[config.mk]
export PLATFORM = sky130hd
export DESIGN_NAME = orbit_index_ctrl
export DESIGN_NICKNAME = d
export VERILOG_FILES = /design/src/rtl/orbit_index_ctrl.sv
export SDC_FILE = /design/constraint.sdc
export NUM_CORES = 1
export LEC_CHECK = 0
export ABC_AREA = 1
export BUFFER_PORTS_ARGS = -buffer_cell sky130_fd_sc_hd__buf_4
export CORE_MARGIN = 4
export CORE_UTILIZATION = 50
export CTS_CLUSTER_SIZE = 40
export DETAILED_ROUTE_END_ITERATION = 16
export GPL_ROUTABILITY_DRIVEN = 0
export PLACE_DENSITY = 0.69
export SLEW_MARGIN = 20
export SYNTH_ARGS = -nofsm -noshare
export SYNTH_HDL_FRONTEND = slang
export SYNTH_SLANG_ARGS = --single-unit
[constraint.sdc]
create_clock -name Clk -period 2 [get_ports Clk]
set_input_delay 0.1 -clock Clk [delete_from_list [all_inputs] [get_ports Clk]]
set_output_delay 0.1 -clock Clk [all_outputs]
set_load 0.005 [all_outputs]
[src/rtl/orbit_index_ctrl.sv]
// Keyboard-to-angle controller for the two orbiting balls.
// Samples keycode once per frame and steps the shared circle index.
module orbit_index_ctrl #(
  parameter int          STEPS       = 60,
  parameter int          HALF        = 30,
  parameter int          SLOW_DIV    = 4,
  parameter int          HOLD_FRAMES = 12,
  parameter logic [7:0]  KEY_CCW     = 8'd4,
  parameter logic [7:0]  KEY_CW      = 8'd7
) (
  input  logic       Clk,
  input  logic       Reset,
  input  logic       frame_clk,
  input  logic       enable,
  input  logic [7:0] keycode,
  output logic [5:0] red_index,
  output logic [5:0] blue_index,
  output logic       step_valid,
  output logic       step_dir
);

  localparam int FW = $clog2(SLOW_DIV + 1);
  localparam int HW = $clog2(HOLD_FRAMES + 1);
  localparam logic [5:0]    LAST     = 6'(STEPS - 1);
  localparam logic [5:0]    BLUE0    = 6'(HALF);
  localparam logic [FW-1:0] FC_LAST  = FW'(SLOW_DIV - 1);
  localparam logic [HW-1:0] HOLD_MAX = HW'(HOLD_FRAMES);

  typedef enum logic [1:0] {
    IDLE,
    SLOW,
    FAST
  } state_e;

  function automatic logic [5:0] nxt(input logic [5:0] v, input logic d);
    if (d) return (v == LAST) ? 6'd0 : v + 6'd1;
    else   return (v == 6'd0) ? LAST : v - 6'd1;
  endfunction

  state_e        state_q, state_d;
  logic [FW-1:0] fc_q, fc_d;
  logic [HW-1:0] hold_q, hold_d, hold_nxt;
  logic          dir_q, dir_d;
  logic [5:0]    red_q, red_d, blue_q, blue_d;
  logic          sv_q, sv_d, sd_q, sd_d;
  logic          sync1_q, sync2_q, edge_q;
  logic          valid_q, arm_q, arm_d;
  logic          tick, pressed, key_dir, step;

  // arm_q blocks a tick until the real input has been seen low after reset
  assign arm_d = arm_q | (valid_q & ~sync1_q);
  assign tick  = sync2_q & ~edge_q & arm_q;

  always_comb begin
    state_d  = state_q;
    fc_d     = fc_q;
    hold_d   = hold_q;
    hold_nxt = hold_q;
    dir_d    = dir_q;
    step     = 1'b0;
    pressed  = (keycode == KEY_CCW) || (keycode == KEY_CW);
    key_dir  = (keycode == KEY_CCW);
    if (tick) begin
      if (!enable || !pressed) begin
        state_d = IDLE;
        fc_d    = '0;
        hold_d  = '0;
      end else if (state_q == IDLE || key_dir != dir_q) begin
        step    = 1'b1;
        dir_d   = key_dir;
        state_d = SLOW;
        fc_d    = '0;
        hold_d  = HW'(1);
      end else if (state_q == FAST) begin
        step = 1'b1;
      end else begin
        if (fc_q == FC_LAST) begin
          step = 1'b1;
          fc_d = '0;
        end else begin
          fc_d = fc_q + FW'(1);
        end
        hold_nxt = (hold_q == HOLD_MAX) ? hold_q : hold_q + HW'(1);
        hold_d   = hold_nxt;
        if (hold_nxt == HOLD_MAX) state_d = FAST;
      end
    end
    red_d  = step ? nxt(red_q, key_dir) : red_q;
    blue_d = step ? nxt(blue_q, key_dir) : blue_q;
    sv_d   = step;
    sd_d   = step ? key_dir : sd_q;
  end

  always_ff @(posedge Clk) begin
    if (!Reset) begin
      state_q <= IDLE;
      fc_q    <= '0;
      hold_q  <= '0;
      dir_q   <= 1'b0;
      red_q   <= 6'd0;
      blue_q  <= BLUE0;
      sv_q    <= 1'b0;
      sd_q    <= 1'b0;
      sync1_q <= 1'b0;
      sync2_q <= 1'b0;
      edge_q  <= 1'b0;
      valid_q <= 1'b0;
      arm_q   <= 1'b0;
    end else begin
      state_q <= state_d;
      fc_q    <= fc_d;
      hold_q  <= hold_d;
      dir_q   <= dir_d;
      red_q   <= red_d;
      blue_q  <= blue_d;
      sv_q    <= sv_d;
      sd_q    <= sd_d;
      sync1_q <= frame_clk;
      sync2_q <= sync1_q;
      edge_q  <= sync2_q;
      valid_q <= 1'b1;
      arm_q   <= arm_d;
    end
  end

  assign red_index  = red_q;
  assign blue_index = blue_q;
  assign step_valid = sv_q;
  assign step_dir   = sd_q;

endmodule
==> Word-level counts from Yosys, hierarchy flattened <==
Index checks and enable logic that the tools add are counted.
{ "totals": {"in_bits": 12, "mem_bits_ro": 0, "memories": 0, "latchBits": 0, "ramBits": 0, "register_bits": 29} }
{ "op_classes": {"eq_ne": 10, "shift": 0, "n_addsub": 6, "n_lt_le_gt_ge": 0, "multipliers": 0, "muxes": 24, "bitwise": 7, "reduce_logical": 12, "div_mod_pow": 0} }
{ "op_table": {"columns": ["op", "count"], "rows": [
  ["6-bit two-way mux", 6],
  ["8-bit by 3-bit equality test with 1-bit output, second input constant", 2],
  ["4-bit two-way mux", 4],
  ["6-bit by 1-bit adder with 6-bit output, second input constant", 2],
  ["6-bit equality test, second input constant", 2],
  ["6-bit logical NOT", 2],
  ["3-bit two-way mux", 4],
  ["6-bit by 1-bit subtractor with 6-bit output, second input constant", 2],
  ["4-bit equality test, second input constant", 2],
  ["2-bit two-way mux", 4],
  ["1-bit two-way mux", 6],
  ["3-bit AND reduction", 2],
  ["4-bit by 1-bit adder with 4-bit output, second input constant", 1],
  ["3-bit by 1-bit adder with 3-bit output, second input constant", 1],
  ["1-bit AND", 3],
  ["3-bit by 2-bit equality test with 1-bit output, second input constant", 1],
  ["1-bit logical OR", 3],
  ["3-bit != test, second input constant", 1],
  ["1-bit inverter", 3],
  ["3-bit nonzero test", 1],
  ["2-bit equality test, second input constant", 1],
  ["1-bit logical NOT", 2],
  ["2-bit logical NOT", 1],
  ["2-bit AND reduction", 1],
  ["other kinds (2)", 2]
]} }

==> Longest topological paths before layout <==
Gate-level depths: netlist of the first run.
{ "logic_depth": {"ltp_word": 7, "ltp_mapped": 12, "depth_no_buf": 12} }

==> Worst setup path after synthesis of the first run <==
OpenSTA, ideal clock, no wires.
{ "synth_timing": {"path_kind": "register -> register", "startpoint": "register fc_q[0]", "endpoint": "register red_q[5], in the netlist red_index[5]", "slack_ns": 0.583, "path_stages_with_launch": 9, "period_less_slack_ns": 1.417, "arrival_time_ns": 1.300, "cell_sequence": "dfxtp_1 -> ha_1 -> inv_1 -> or2_2 -> nand3_1 -> nand2_4 -> buf_6 -> nor3b_2 -> nor2_1"} }
{ "synth_between": {"elab_chain_len": 6} }
{ "synth_rtl": {"columns": ["element", "line_no", "source"], "rows": [
  ["start: declaration", "41", "logic [FW-1:0] fc_q, fc_d;"],
  ["start signal: assignment", "97", "fc_q <= '0;"],
  ["start signal: assignment", "111", "fc_q <= fc_d;"],
  ["3-bit by 2-bit equality test with 1-bit output", "77", "if (fc_q == FC_LAST) begin"],
  ["1-bit two-way mux", "77", null],
  ["1-bit two-way mux", "74", "end else if (state_q == FAST) begin"],
  ["1-bit two-way mux", "68", "end else if (state_q == IDLE || key_dir != dir_q) begin"],
  ["1-bit two-way mux", "64", "if (!enable || !pressed) begin"],
  ["1-bit two-way mux", "63", "if (tick) begin"],
  ["end signal: assignment", "114", "red_q <= red_d;"],
  ["end: declaration", "44", "logic [5:0] red_q, red_d, blue_q, blue_d;"]
]} }
No other way between the ends.
A chain may end at the register's enable or synchronous reset.

==> Worst setup path in the final report of the first run <==
{ "layout_timing": {"startpoint": "register fc_q[0]", "endpoint": "register blue_q[3], in the netlist blue_index[3]"} }
{ "layout_between": {"elab_chain_len": 6} }
{ "layout_rtl": {"columns": ["element", "line_no", "source"], "rows": [
  ["3-bit by 2-bit equality test with 1-bit output", "77", null],
  ["1-bit two-way mux", "77", null],
  ["1-bit two-way mux", "74", null],
  ["1-bit two-way mux", "68", null],
  ["1-bit two-way mux", "64", null],
  ["1-bit two-way mux", "63", null],
  ["end signal: assignment", "115", "blue_q <= blue_d;"],
  ["end: declaration", "44", null]
]} }
No other way between the ends.

==> key figures, run 1 <==
Clocking
  • Post-CTS Resized: 0
  • Clock slew at reported path FFs: 0.07 ns
  • Root buf cell: clkbuf_8
  • H-tree levels: 2
  • CTS buffer count: 5
  • CTS Buffer Depth: 2
  • CTS sink cnt: 29
  • Cts hold-fix bufs: 1
  • Postcts setup bufs: 0
  • CTS tree: built
  • Worst skew pair latency: 0.28 ns

Timing
  • Final Skew: 0.00465 ns
  • Maximum clock frequency: 631 MHz
  • Period utilization: 79.2%
  • Relative slew slack: 72.4%
  • Worst slew pin tran: 0.411 ns
  • Total negative setup slack: 0 ns
  • Setup Viol. Count Final: 0
  • Crit path time final: 1.58 ns
  • RSZ-0062 raised after global routing: no
  • Final max-slew violation count: 0
  • Final Hold Viols: 0
  • Final worst slack: 0.415 ns

Setup path
  • Worst Path Buf+Inv: 2
  • Worst Path Required: 2.17 ns
  • Cells along the critical path: ha_1, inv_1, or2_2, nand3_1, nand2_4, inv_4, o21ai_0, nand2_1, nand3_1
  • CP max-delay cell: dfxtp_1
  • Worst endpoint data arrival time: 1.76 ns
  • Crit path max-delay family: simple AND/OR/NAND/NOR gates
  • Kind of critical path: register to register
  • Startpoint Class: register
  • Max FO, Critical Path: 15
  • CP Depth: 9
  • Worst setup EP type: register
  • Slowest Stage Delay on Critical Path: 0.34 ns
  • Critical path's most frequent cell: nand3_1
  • R2R depth: 9

Routing
  • Drt first pass iters: 4
  • DRC viols: 0
  • Via count: 1792
  • Vias/cell: 5.11
  • Initial drt markers: 64
  • DRT antenna net count: 0
  • WL/cell: 11.2 um
  • Total wire length: 3.92 mm

Die
  • Chip Height: 69.4 um
  • Starting Density: 51.4%
  • I/O pins: 26
  • Die X: 69.4 um
  • Die area: 4810 um2
  • Core area: 3660 um2
  • Row count: 22

Place
  • IO Port Bufs: 25
  • DP Wirelength: 2.91 mm
  • Pre-CTS setup slack: 0.430 ns

Power
  • Sequential power share: 49.9%
  • Sw Pwr: 0.000260 W
  • LEAKAGE: 0.977 nW
  • Pwr dens: 537 nW/um2
  • Comb power frac: 4.8%
  • P_int: 0.000922 W
  • Net Sw Frac: 22.0%
  • Clk pwr share: 45.3%
  • Maximum vdd drop: 0.320 mV

Synthesis
  • Syn Inst Count: 276
  • Largest cells by area after synthesis: dfxtp_1, nand2_1, inv_1, ha_1, nand3_1
  • Top cell type by total area after synthesis: dfxtp_1
  • Register area share after synthesis: 30.9%
  • Syn avg cell area: 6.82 um2
  • Netlist cell types: 32
  • Mapped cell area: 1880 um2
  • Yosys warning total: 0
  • Yosys top cell area share: 30.9%
  • Syn nets: 297
  • Seq cells post-synth: 29

Global routing
  • Tot GR Track Use: 17.3%
  • Vias in the first global route: 1594
  • Largest net degree at the start of global routing: 20
  • First-pass GRT wire length: 6.97 mm
  • Global route total overflow: 0
  • Antenna violations before repair: 0

Hold path
  • Hold Crit Class: input pin to register
  • Hold Crit Depth: 1

Layout
  • # diodes: 0
  • Area grow syn2layout: 16.9%
  • Filler Cell Count: 354
  • Layout cell share with drive strength beyond 1: 18.2%
  • Fin nets: 323

Status
  • Status: finished clean

Job
  • Max cap viols: 0
[registers in the layout (all words and copies together), names as in the netlist]
| name | cells |
|---|---|
| valid_q | 1 |
| dir_q | 1 |
| fc_q | 3 |
| blue_index | 6 |
| sync2_q | 1 |
| step_valid | 1 |
| sync1_q | 1 |
| hold_q | 4 |
| arm_q | 1 |
| edge_q | 1 |
| state_q | 2 |
| step_dir | 1 |
| red_index | 6 |
[cells in the mapped netlist]
cell and number:
buf_2 3, xor2_1 9, inv_2 4, or2_2 3
buf_6 2, nand2_4 1, o22ai_1 1, nor2_1 28
nand3b_1 1, ha_1 9, clkbuf_1 3, o21ai_0 19
nor3_2 1, inv_4 1, nand2_1 47, nor3_1 5
o21a_1 1, a31oi_1 3, inv_1 41, nand3_1 22
a21oi_1 12, nand2_2 4, nor2_8 1, o21ai_1 5
nand4_1 9, a211oi_2 1, o211ai_1 4, dfxtp_1 29
nor2_4 2, nor3b_2 1, nor2_2 2, xnor2_1 2
[cells by family (layout without fill, tap and decap cells)]
logic type	after synthesis	in the layout	synth area share, %
adders and majority gates	9	9	5.98
xor gates and xnor gates	11	11	5.12
and+or+nand+nor	127	127	32.6
DFF	29	29	30.9
AOI/OAI and AO/OA	46	46	13.6
buffers and inverters	54	81	11.9
[worst paths after layout]
check / slack [ns] / endpoint / startpoint
max: 0.42 / blue_index[3]$_SDFFE_PN1P_ / fc_q[0]$_SDFFE_PN0P_
min: 0.07 / valid_q$_DFF_P_ / Reset
max reg2reg: 0.42 / blue_index[3]$_SDFFE_PN1P_ / fc_q[0]$_SDFFE_PN0P_
min reg2reg: 0.42 / sync2_q$_SDFF_PN0_ / sync1_q$_SDFF_PN0_
[per-layer routing]
metal | vias to the layer above | part of all wire, % | global-route usage [%] | wire length [um]
met4 | 0 | 1.4 | 7.59 | 55
met2 | 45 | 46 | 27.0 | 1790
li1 | 939 | - | - | -
met1 | 801 | 47 | 22.1 | 1840
met5 | - | 0 | 0 | 0
met3 | 7 | 6.0 | 4.78 | 234
[cell type report]
class | count | area, um2 | area share [%]
multi-input combinational | 193 | 1080 | 49.0
sequential | 29 | 581 | 26.4
timing repair buffer | 27 | 205 | 9.33
inverter | 46 | 175 | 7.96
clock buffer | 7 | 96.3 | 4.38
tap | 48 | 60.1 | 2.73
clock inverter | 1 | 5.00 | 0.228
[per-stage QoR]
stage,std cells,power [W],hold slack [ns],instance area [um2],util (%)
global placement,342,0.000657,0.285,2090,57.0
finish,351,0.00118,0.0678,2200,60.1
global route,351,0.00123,0.0613,2200,60.1
floorplan,276,0.000634,0.128,1880,-
detailed placement,342,0.000658,0.289,2090,57.0
CTS,351,0.00119,0.0579,2200,60.1
[power groups by stage]
stage | sequential [W] | combinational, W | clock, W
after floorplan | 0.000601 | 0.0000336 | 0
after global placement | 0.000602 | 0.0000552 | 0
after detailed placement | 0.000602 | 0.0000561 | 0
after CTS | 0.000589 | 0.0000577 | 0.000546
after global routing | 0.000590 | 0.0000657 | 0.000572
final | 0.000589 | 0.0000571 | 0.000535
[placed cells by master, fill, tap and decap left out]
cell,netlist,layout
a211oi_2,1,1
a21oi_1,12,12
a31oi_1,3,3
buf_4,0,26
clkbuf_8,0,7
clkinv_2,0,1
dfxtp_1,29,29
dlygate4sd3_1,0,1
ha_1,9,9
inv_1,41,41
inv_2,4,4
inv_4,1,1
nand2_1,47,47
nand2_2,4,4
nand2_4,1,1
nand3_1,22,22
nand3b_1,1,1
nand4_1,9,9
nor2_1,28,28
nor2_2,2,2
nor2_4,2,2
nor2_8,1,1
nor3_1,5,5
nor3_2,1,1
nor3b_2,1,1
o211ai_1,4,4
o21a_1,1,1
o21ai_0,19,19
o21ai_1,5,5
o22ai_1,1,1
or2_2,3,3
xnor2_1,2,2
xor2_1,9,9
(Power assumes the default switching activity.)
==> run 2: changes to the inputs <==
==> constraint.sdc (replaced) <==
create_clock -name Clk -period 1.5 [get_ports Clk]
set_input_delay 0.075 -clock Clk [delete_from_list [all_inputs] [get_ports Clk]]
set_output_delay 0.075 -clock Clk [all_outputs]
set_load 0.005 [all_outputs]
==> run 2 against run 1 <==
Die area unchanged. Register-to-register slack worse by 0.32 ns. Wire length rose by 17%. Fmax increased by 13%. Sequential power grew 33%. Final cell count increased by 7.7%. Design area rose by 13%. Via count is 5.4% higher. First-iteration DRC count is 6.3% higher.
==> key figures, run 2 (synthesis results as in run 1) <==
Clocking
  • CTS buffer count: 5
  • CTS tree: built
  • Root buf cell: clkbuf_8
  • CTS Buffer Depth: 2
  • H-tree levels: 2
  • Worst skew pair latency: 0.28 ns
  • CTS sink cnt: 29
  • Clock slew at reported path FFs: 0.07 ns

Power
  • LEAKAGE: 1.11 nW
  • Pwr dens: 593 nW/um2
  • Maximum vdd drop: 0.460 mV

Routing
  • Total wire length: 4.59 mm
  • Drt first pass iters: 4
  • WL/cell: 12.1 um
  • DRC viols: 0
  • DRT antenna net count: 0
  • Via count: 1889
  • Vias/cell: 5.00
  • Initial drt markers: 68

Layout
  • Design area: 2490 um2
  • Most frequent cells in the layout: buf_4, nand2_1, inv_1
  • Non-Filler Instances: 378
  • Area grow syn2layout: 32.4%
  • # diodes: 0
  • Layout cell share with drive strength beyond 1: 33.9%
  • Fin nets: 350
  • Filler Cell Count: 319
  • Commonest non-fill, non-tap cell in the layout: buf_4

Die
  • I/O pins: 26
  • Die X: 69.4 um
  • Row count: 22
  • Core area: 3660 um2
  • Starting Density: 51.4%
  • Chip Height: 69.4 um
  • Die area: 4810 um2

Global routing
  • Global route total overflow: 0
  • First-pass GRT wire length: 7.69 mm
  • Antenna violations before repair: 0
  • Vias in the first global route: 1816
  • Largest net degree at the start of global routing: 20
  • Tot GR Track Use: 19.1%

Timing
  • Final Hold Viols: 0
  • Period utilization: 93.4%
  • Maximum clock frequency: 714 MHz
  • Worst slew pin tran: 0.428 ns
  • Relative slew slack: 71.2%
  • Total negative setup slack: 0 ns
  • Setup Viol. Count Final: 0
  • Final Skew: 0.00635 ns
  • Final max-slew violation count: 0
  • RSZ-0062 raised after global routing: yes
  • Crit path time final: 1.40 ns
  • Final worst slack: 0.0994 ns

Job
  • Max cap viols: 0

Place
  • Placed instance count: 364
  • Pre-CTS setup slack: -0.0484 ns
  • IO Port Bufs: 25
  • DP Area: 2250 um2
  • DP Wirelength: 3.29 mm

Status
  • Status: finished clean

Setup path
  • Worst setup EP type: register
  • Reg2Reg Setup Slack: 0.1 ns
  • Startpoint Class: register
  • Kind of critical path: register to register
  • Max FO, Critical Path: 5
  • Worst endpoint data arrival time: 1.57 ns
  • Worst Path Required: 1.67 ns

Hold path
  • Hold Crit Class: input pin to register
run 2: final cells by class:
| class | count | area [um2] | share of cell area [%] |
|---|---|---|---|
| clock buffer | 6 | 72.6 | 2.91 |
| clock inverter | 2 | 10.0 | 0.402 |
| inverter | 46 | 178 | 7.13 |
| multi-input combinational | 194 | 1170 | 47.1 |
| sequential | 29 | 599 | 24.1 |
| tap | 48 | 60.1 | 2.41 |
| timing repair buffer | 52 | 393 | 15.8 |
| timing repair inverter | 1 | 5.00 | 0.201 |
run 2: power by group:
group,total [W],internal (W),switching (W)
clock,0.000613,0.000321,0.000292
combinational,0.0000839,0.0000395,0.0000443
sequential,0.000781,0.000775,0.00000620
run 2: final timing paths:
path                             startpoint                        end  depth (start not counted)
hold / removal                        Reset            valid_q$_DFF_P_                          1
hold reg to reg          sync1_q$_SDFF_PN0_         sync2_q$_SDFF_PN0_                          2
setup reg to reg  red_index[1]$_SDFFE_PN0P_  red_index[5]$_SDFFE_PN0P_                          7
setup / recovery  red_index[1]$_SDFFE_PN0P_  red_index[5]$_SDFFE_PN0P_                          7
run 2: critical path: stages, from the launching register on:
cell and delay (ns):
dfxtp_2 0.38, ha_2 0.21, nand4_1 0.15, nand2_2 0.15, a21oi_1 0.05, o21ai_0 0.09
nor3b_2 0.21, nor2_1 0.06
run 2: routing by layer:
layer | up-vias | wire length (um) | track usage [%] | share of wire (%)
met5 | - | 0 | 0 | 0
met4 | 0 | 86 | 5.42 | 1.9
met3 | 11 | 154 | 5.07 | 3.4
met2 | 39 | 2260 | 33.3 | 49
met1 | 834 | 2090 | 22.8 | 45
li1 | 1005 | - | - | -
run 2: what timing repair did:
action,CTS,global route
cloned,1,1
setup endpoints to repair,8,14
pin swaps,1,13
buffers inserted,0,3
gates resized for setup,4,40
hold buffers,1,0
hold endpoints to repair,1,0
run 2: per-stage QoR:
stage	hold slack [ns]	power [W]	utilization [%]
final	0.0552	0.00148	68.0
after global routing	0.0405	0.00154	68.0
after CTS	0.0401	0.00150	64.7
after detailed placement	0.261	0.000880	61.6
after global placement	0.260	0.000877	61.6
after floorplan	0.103	0.000846	-
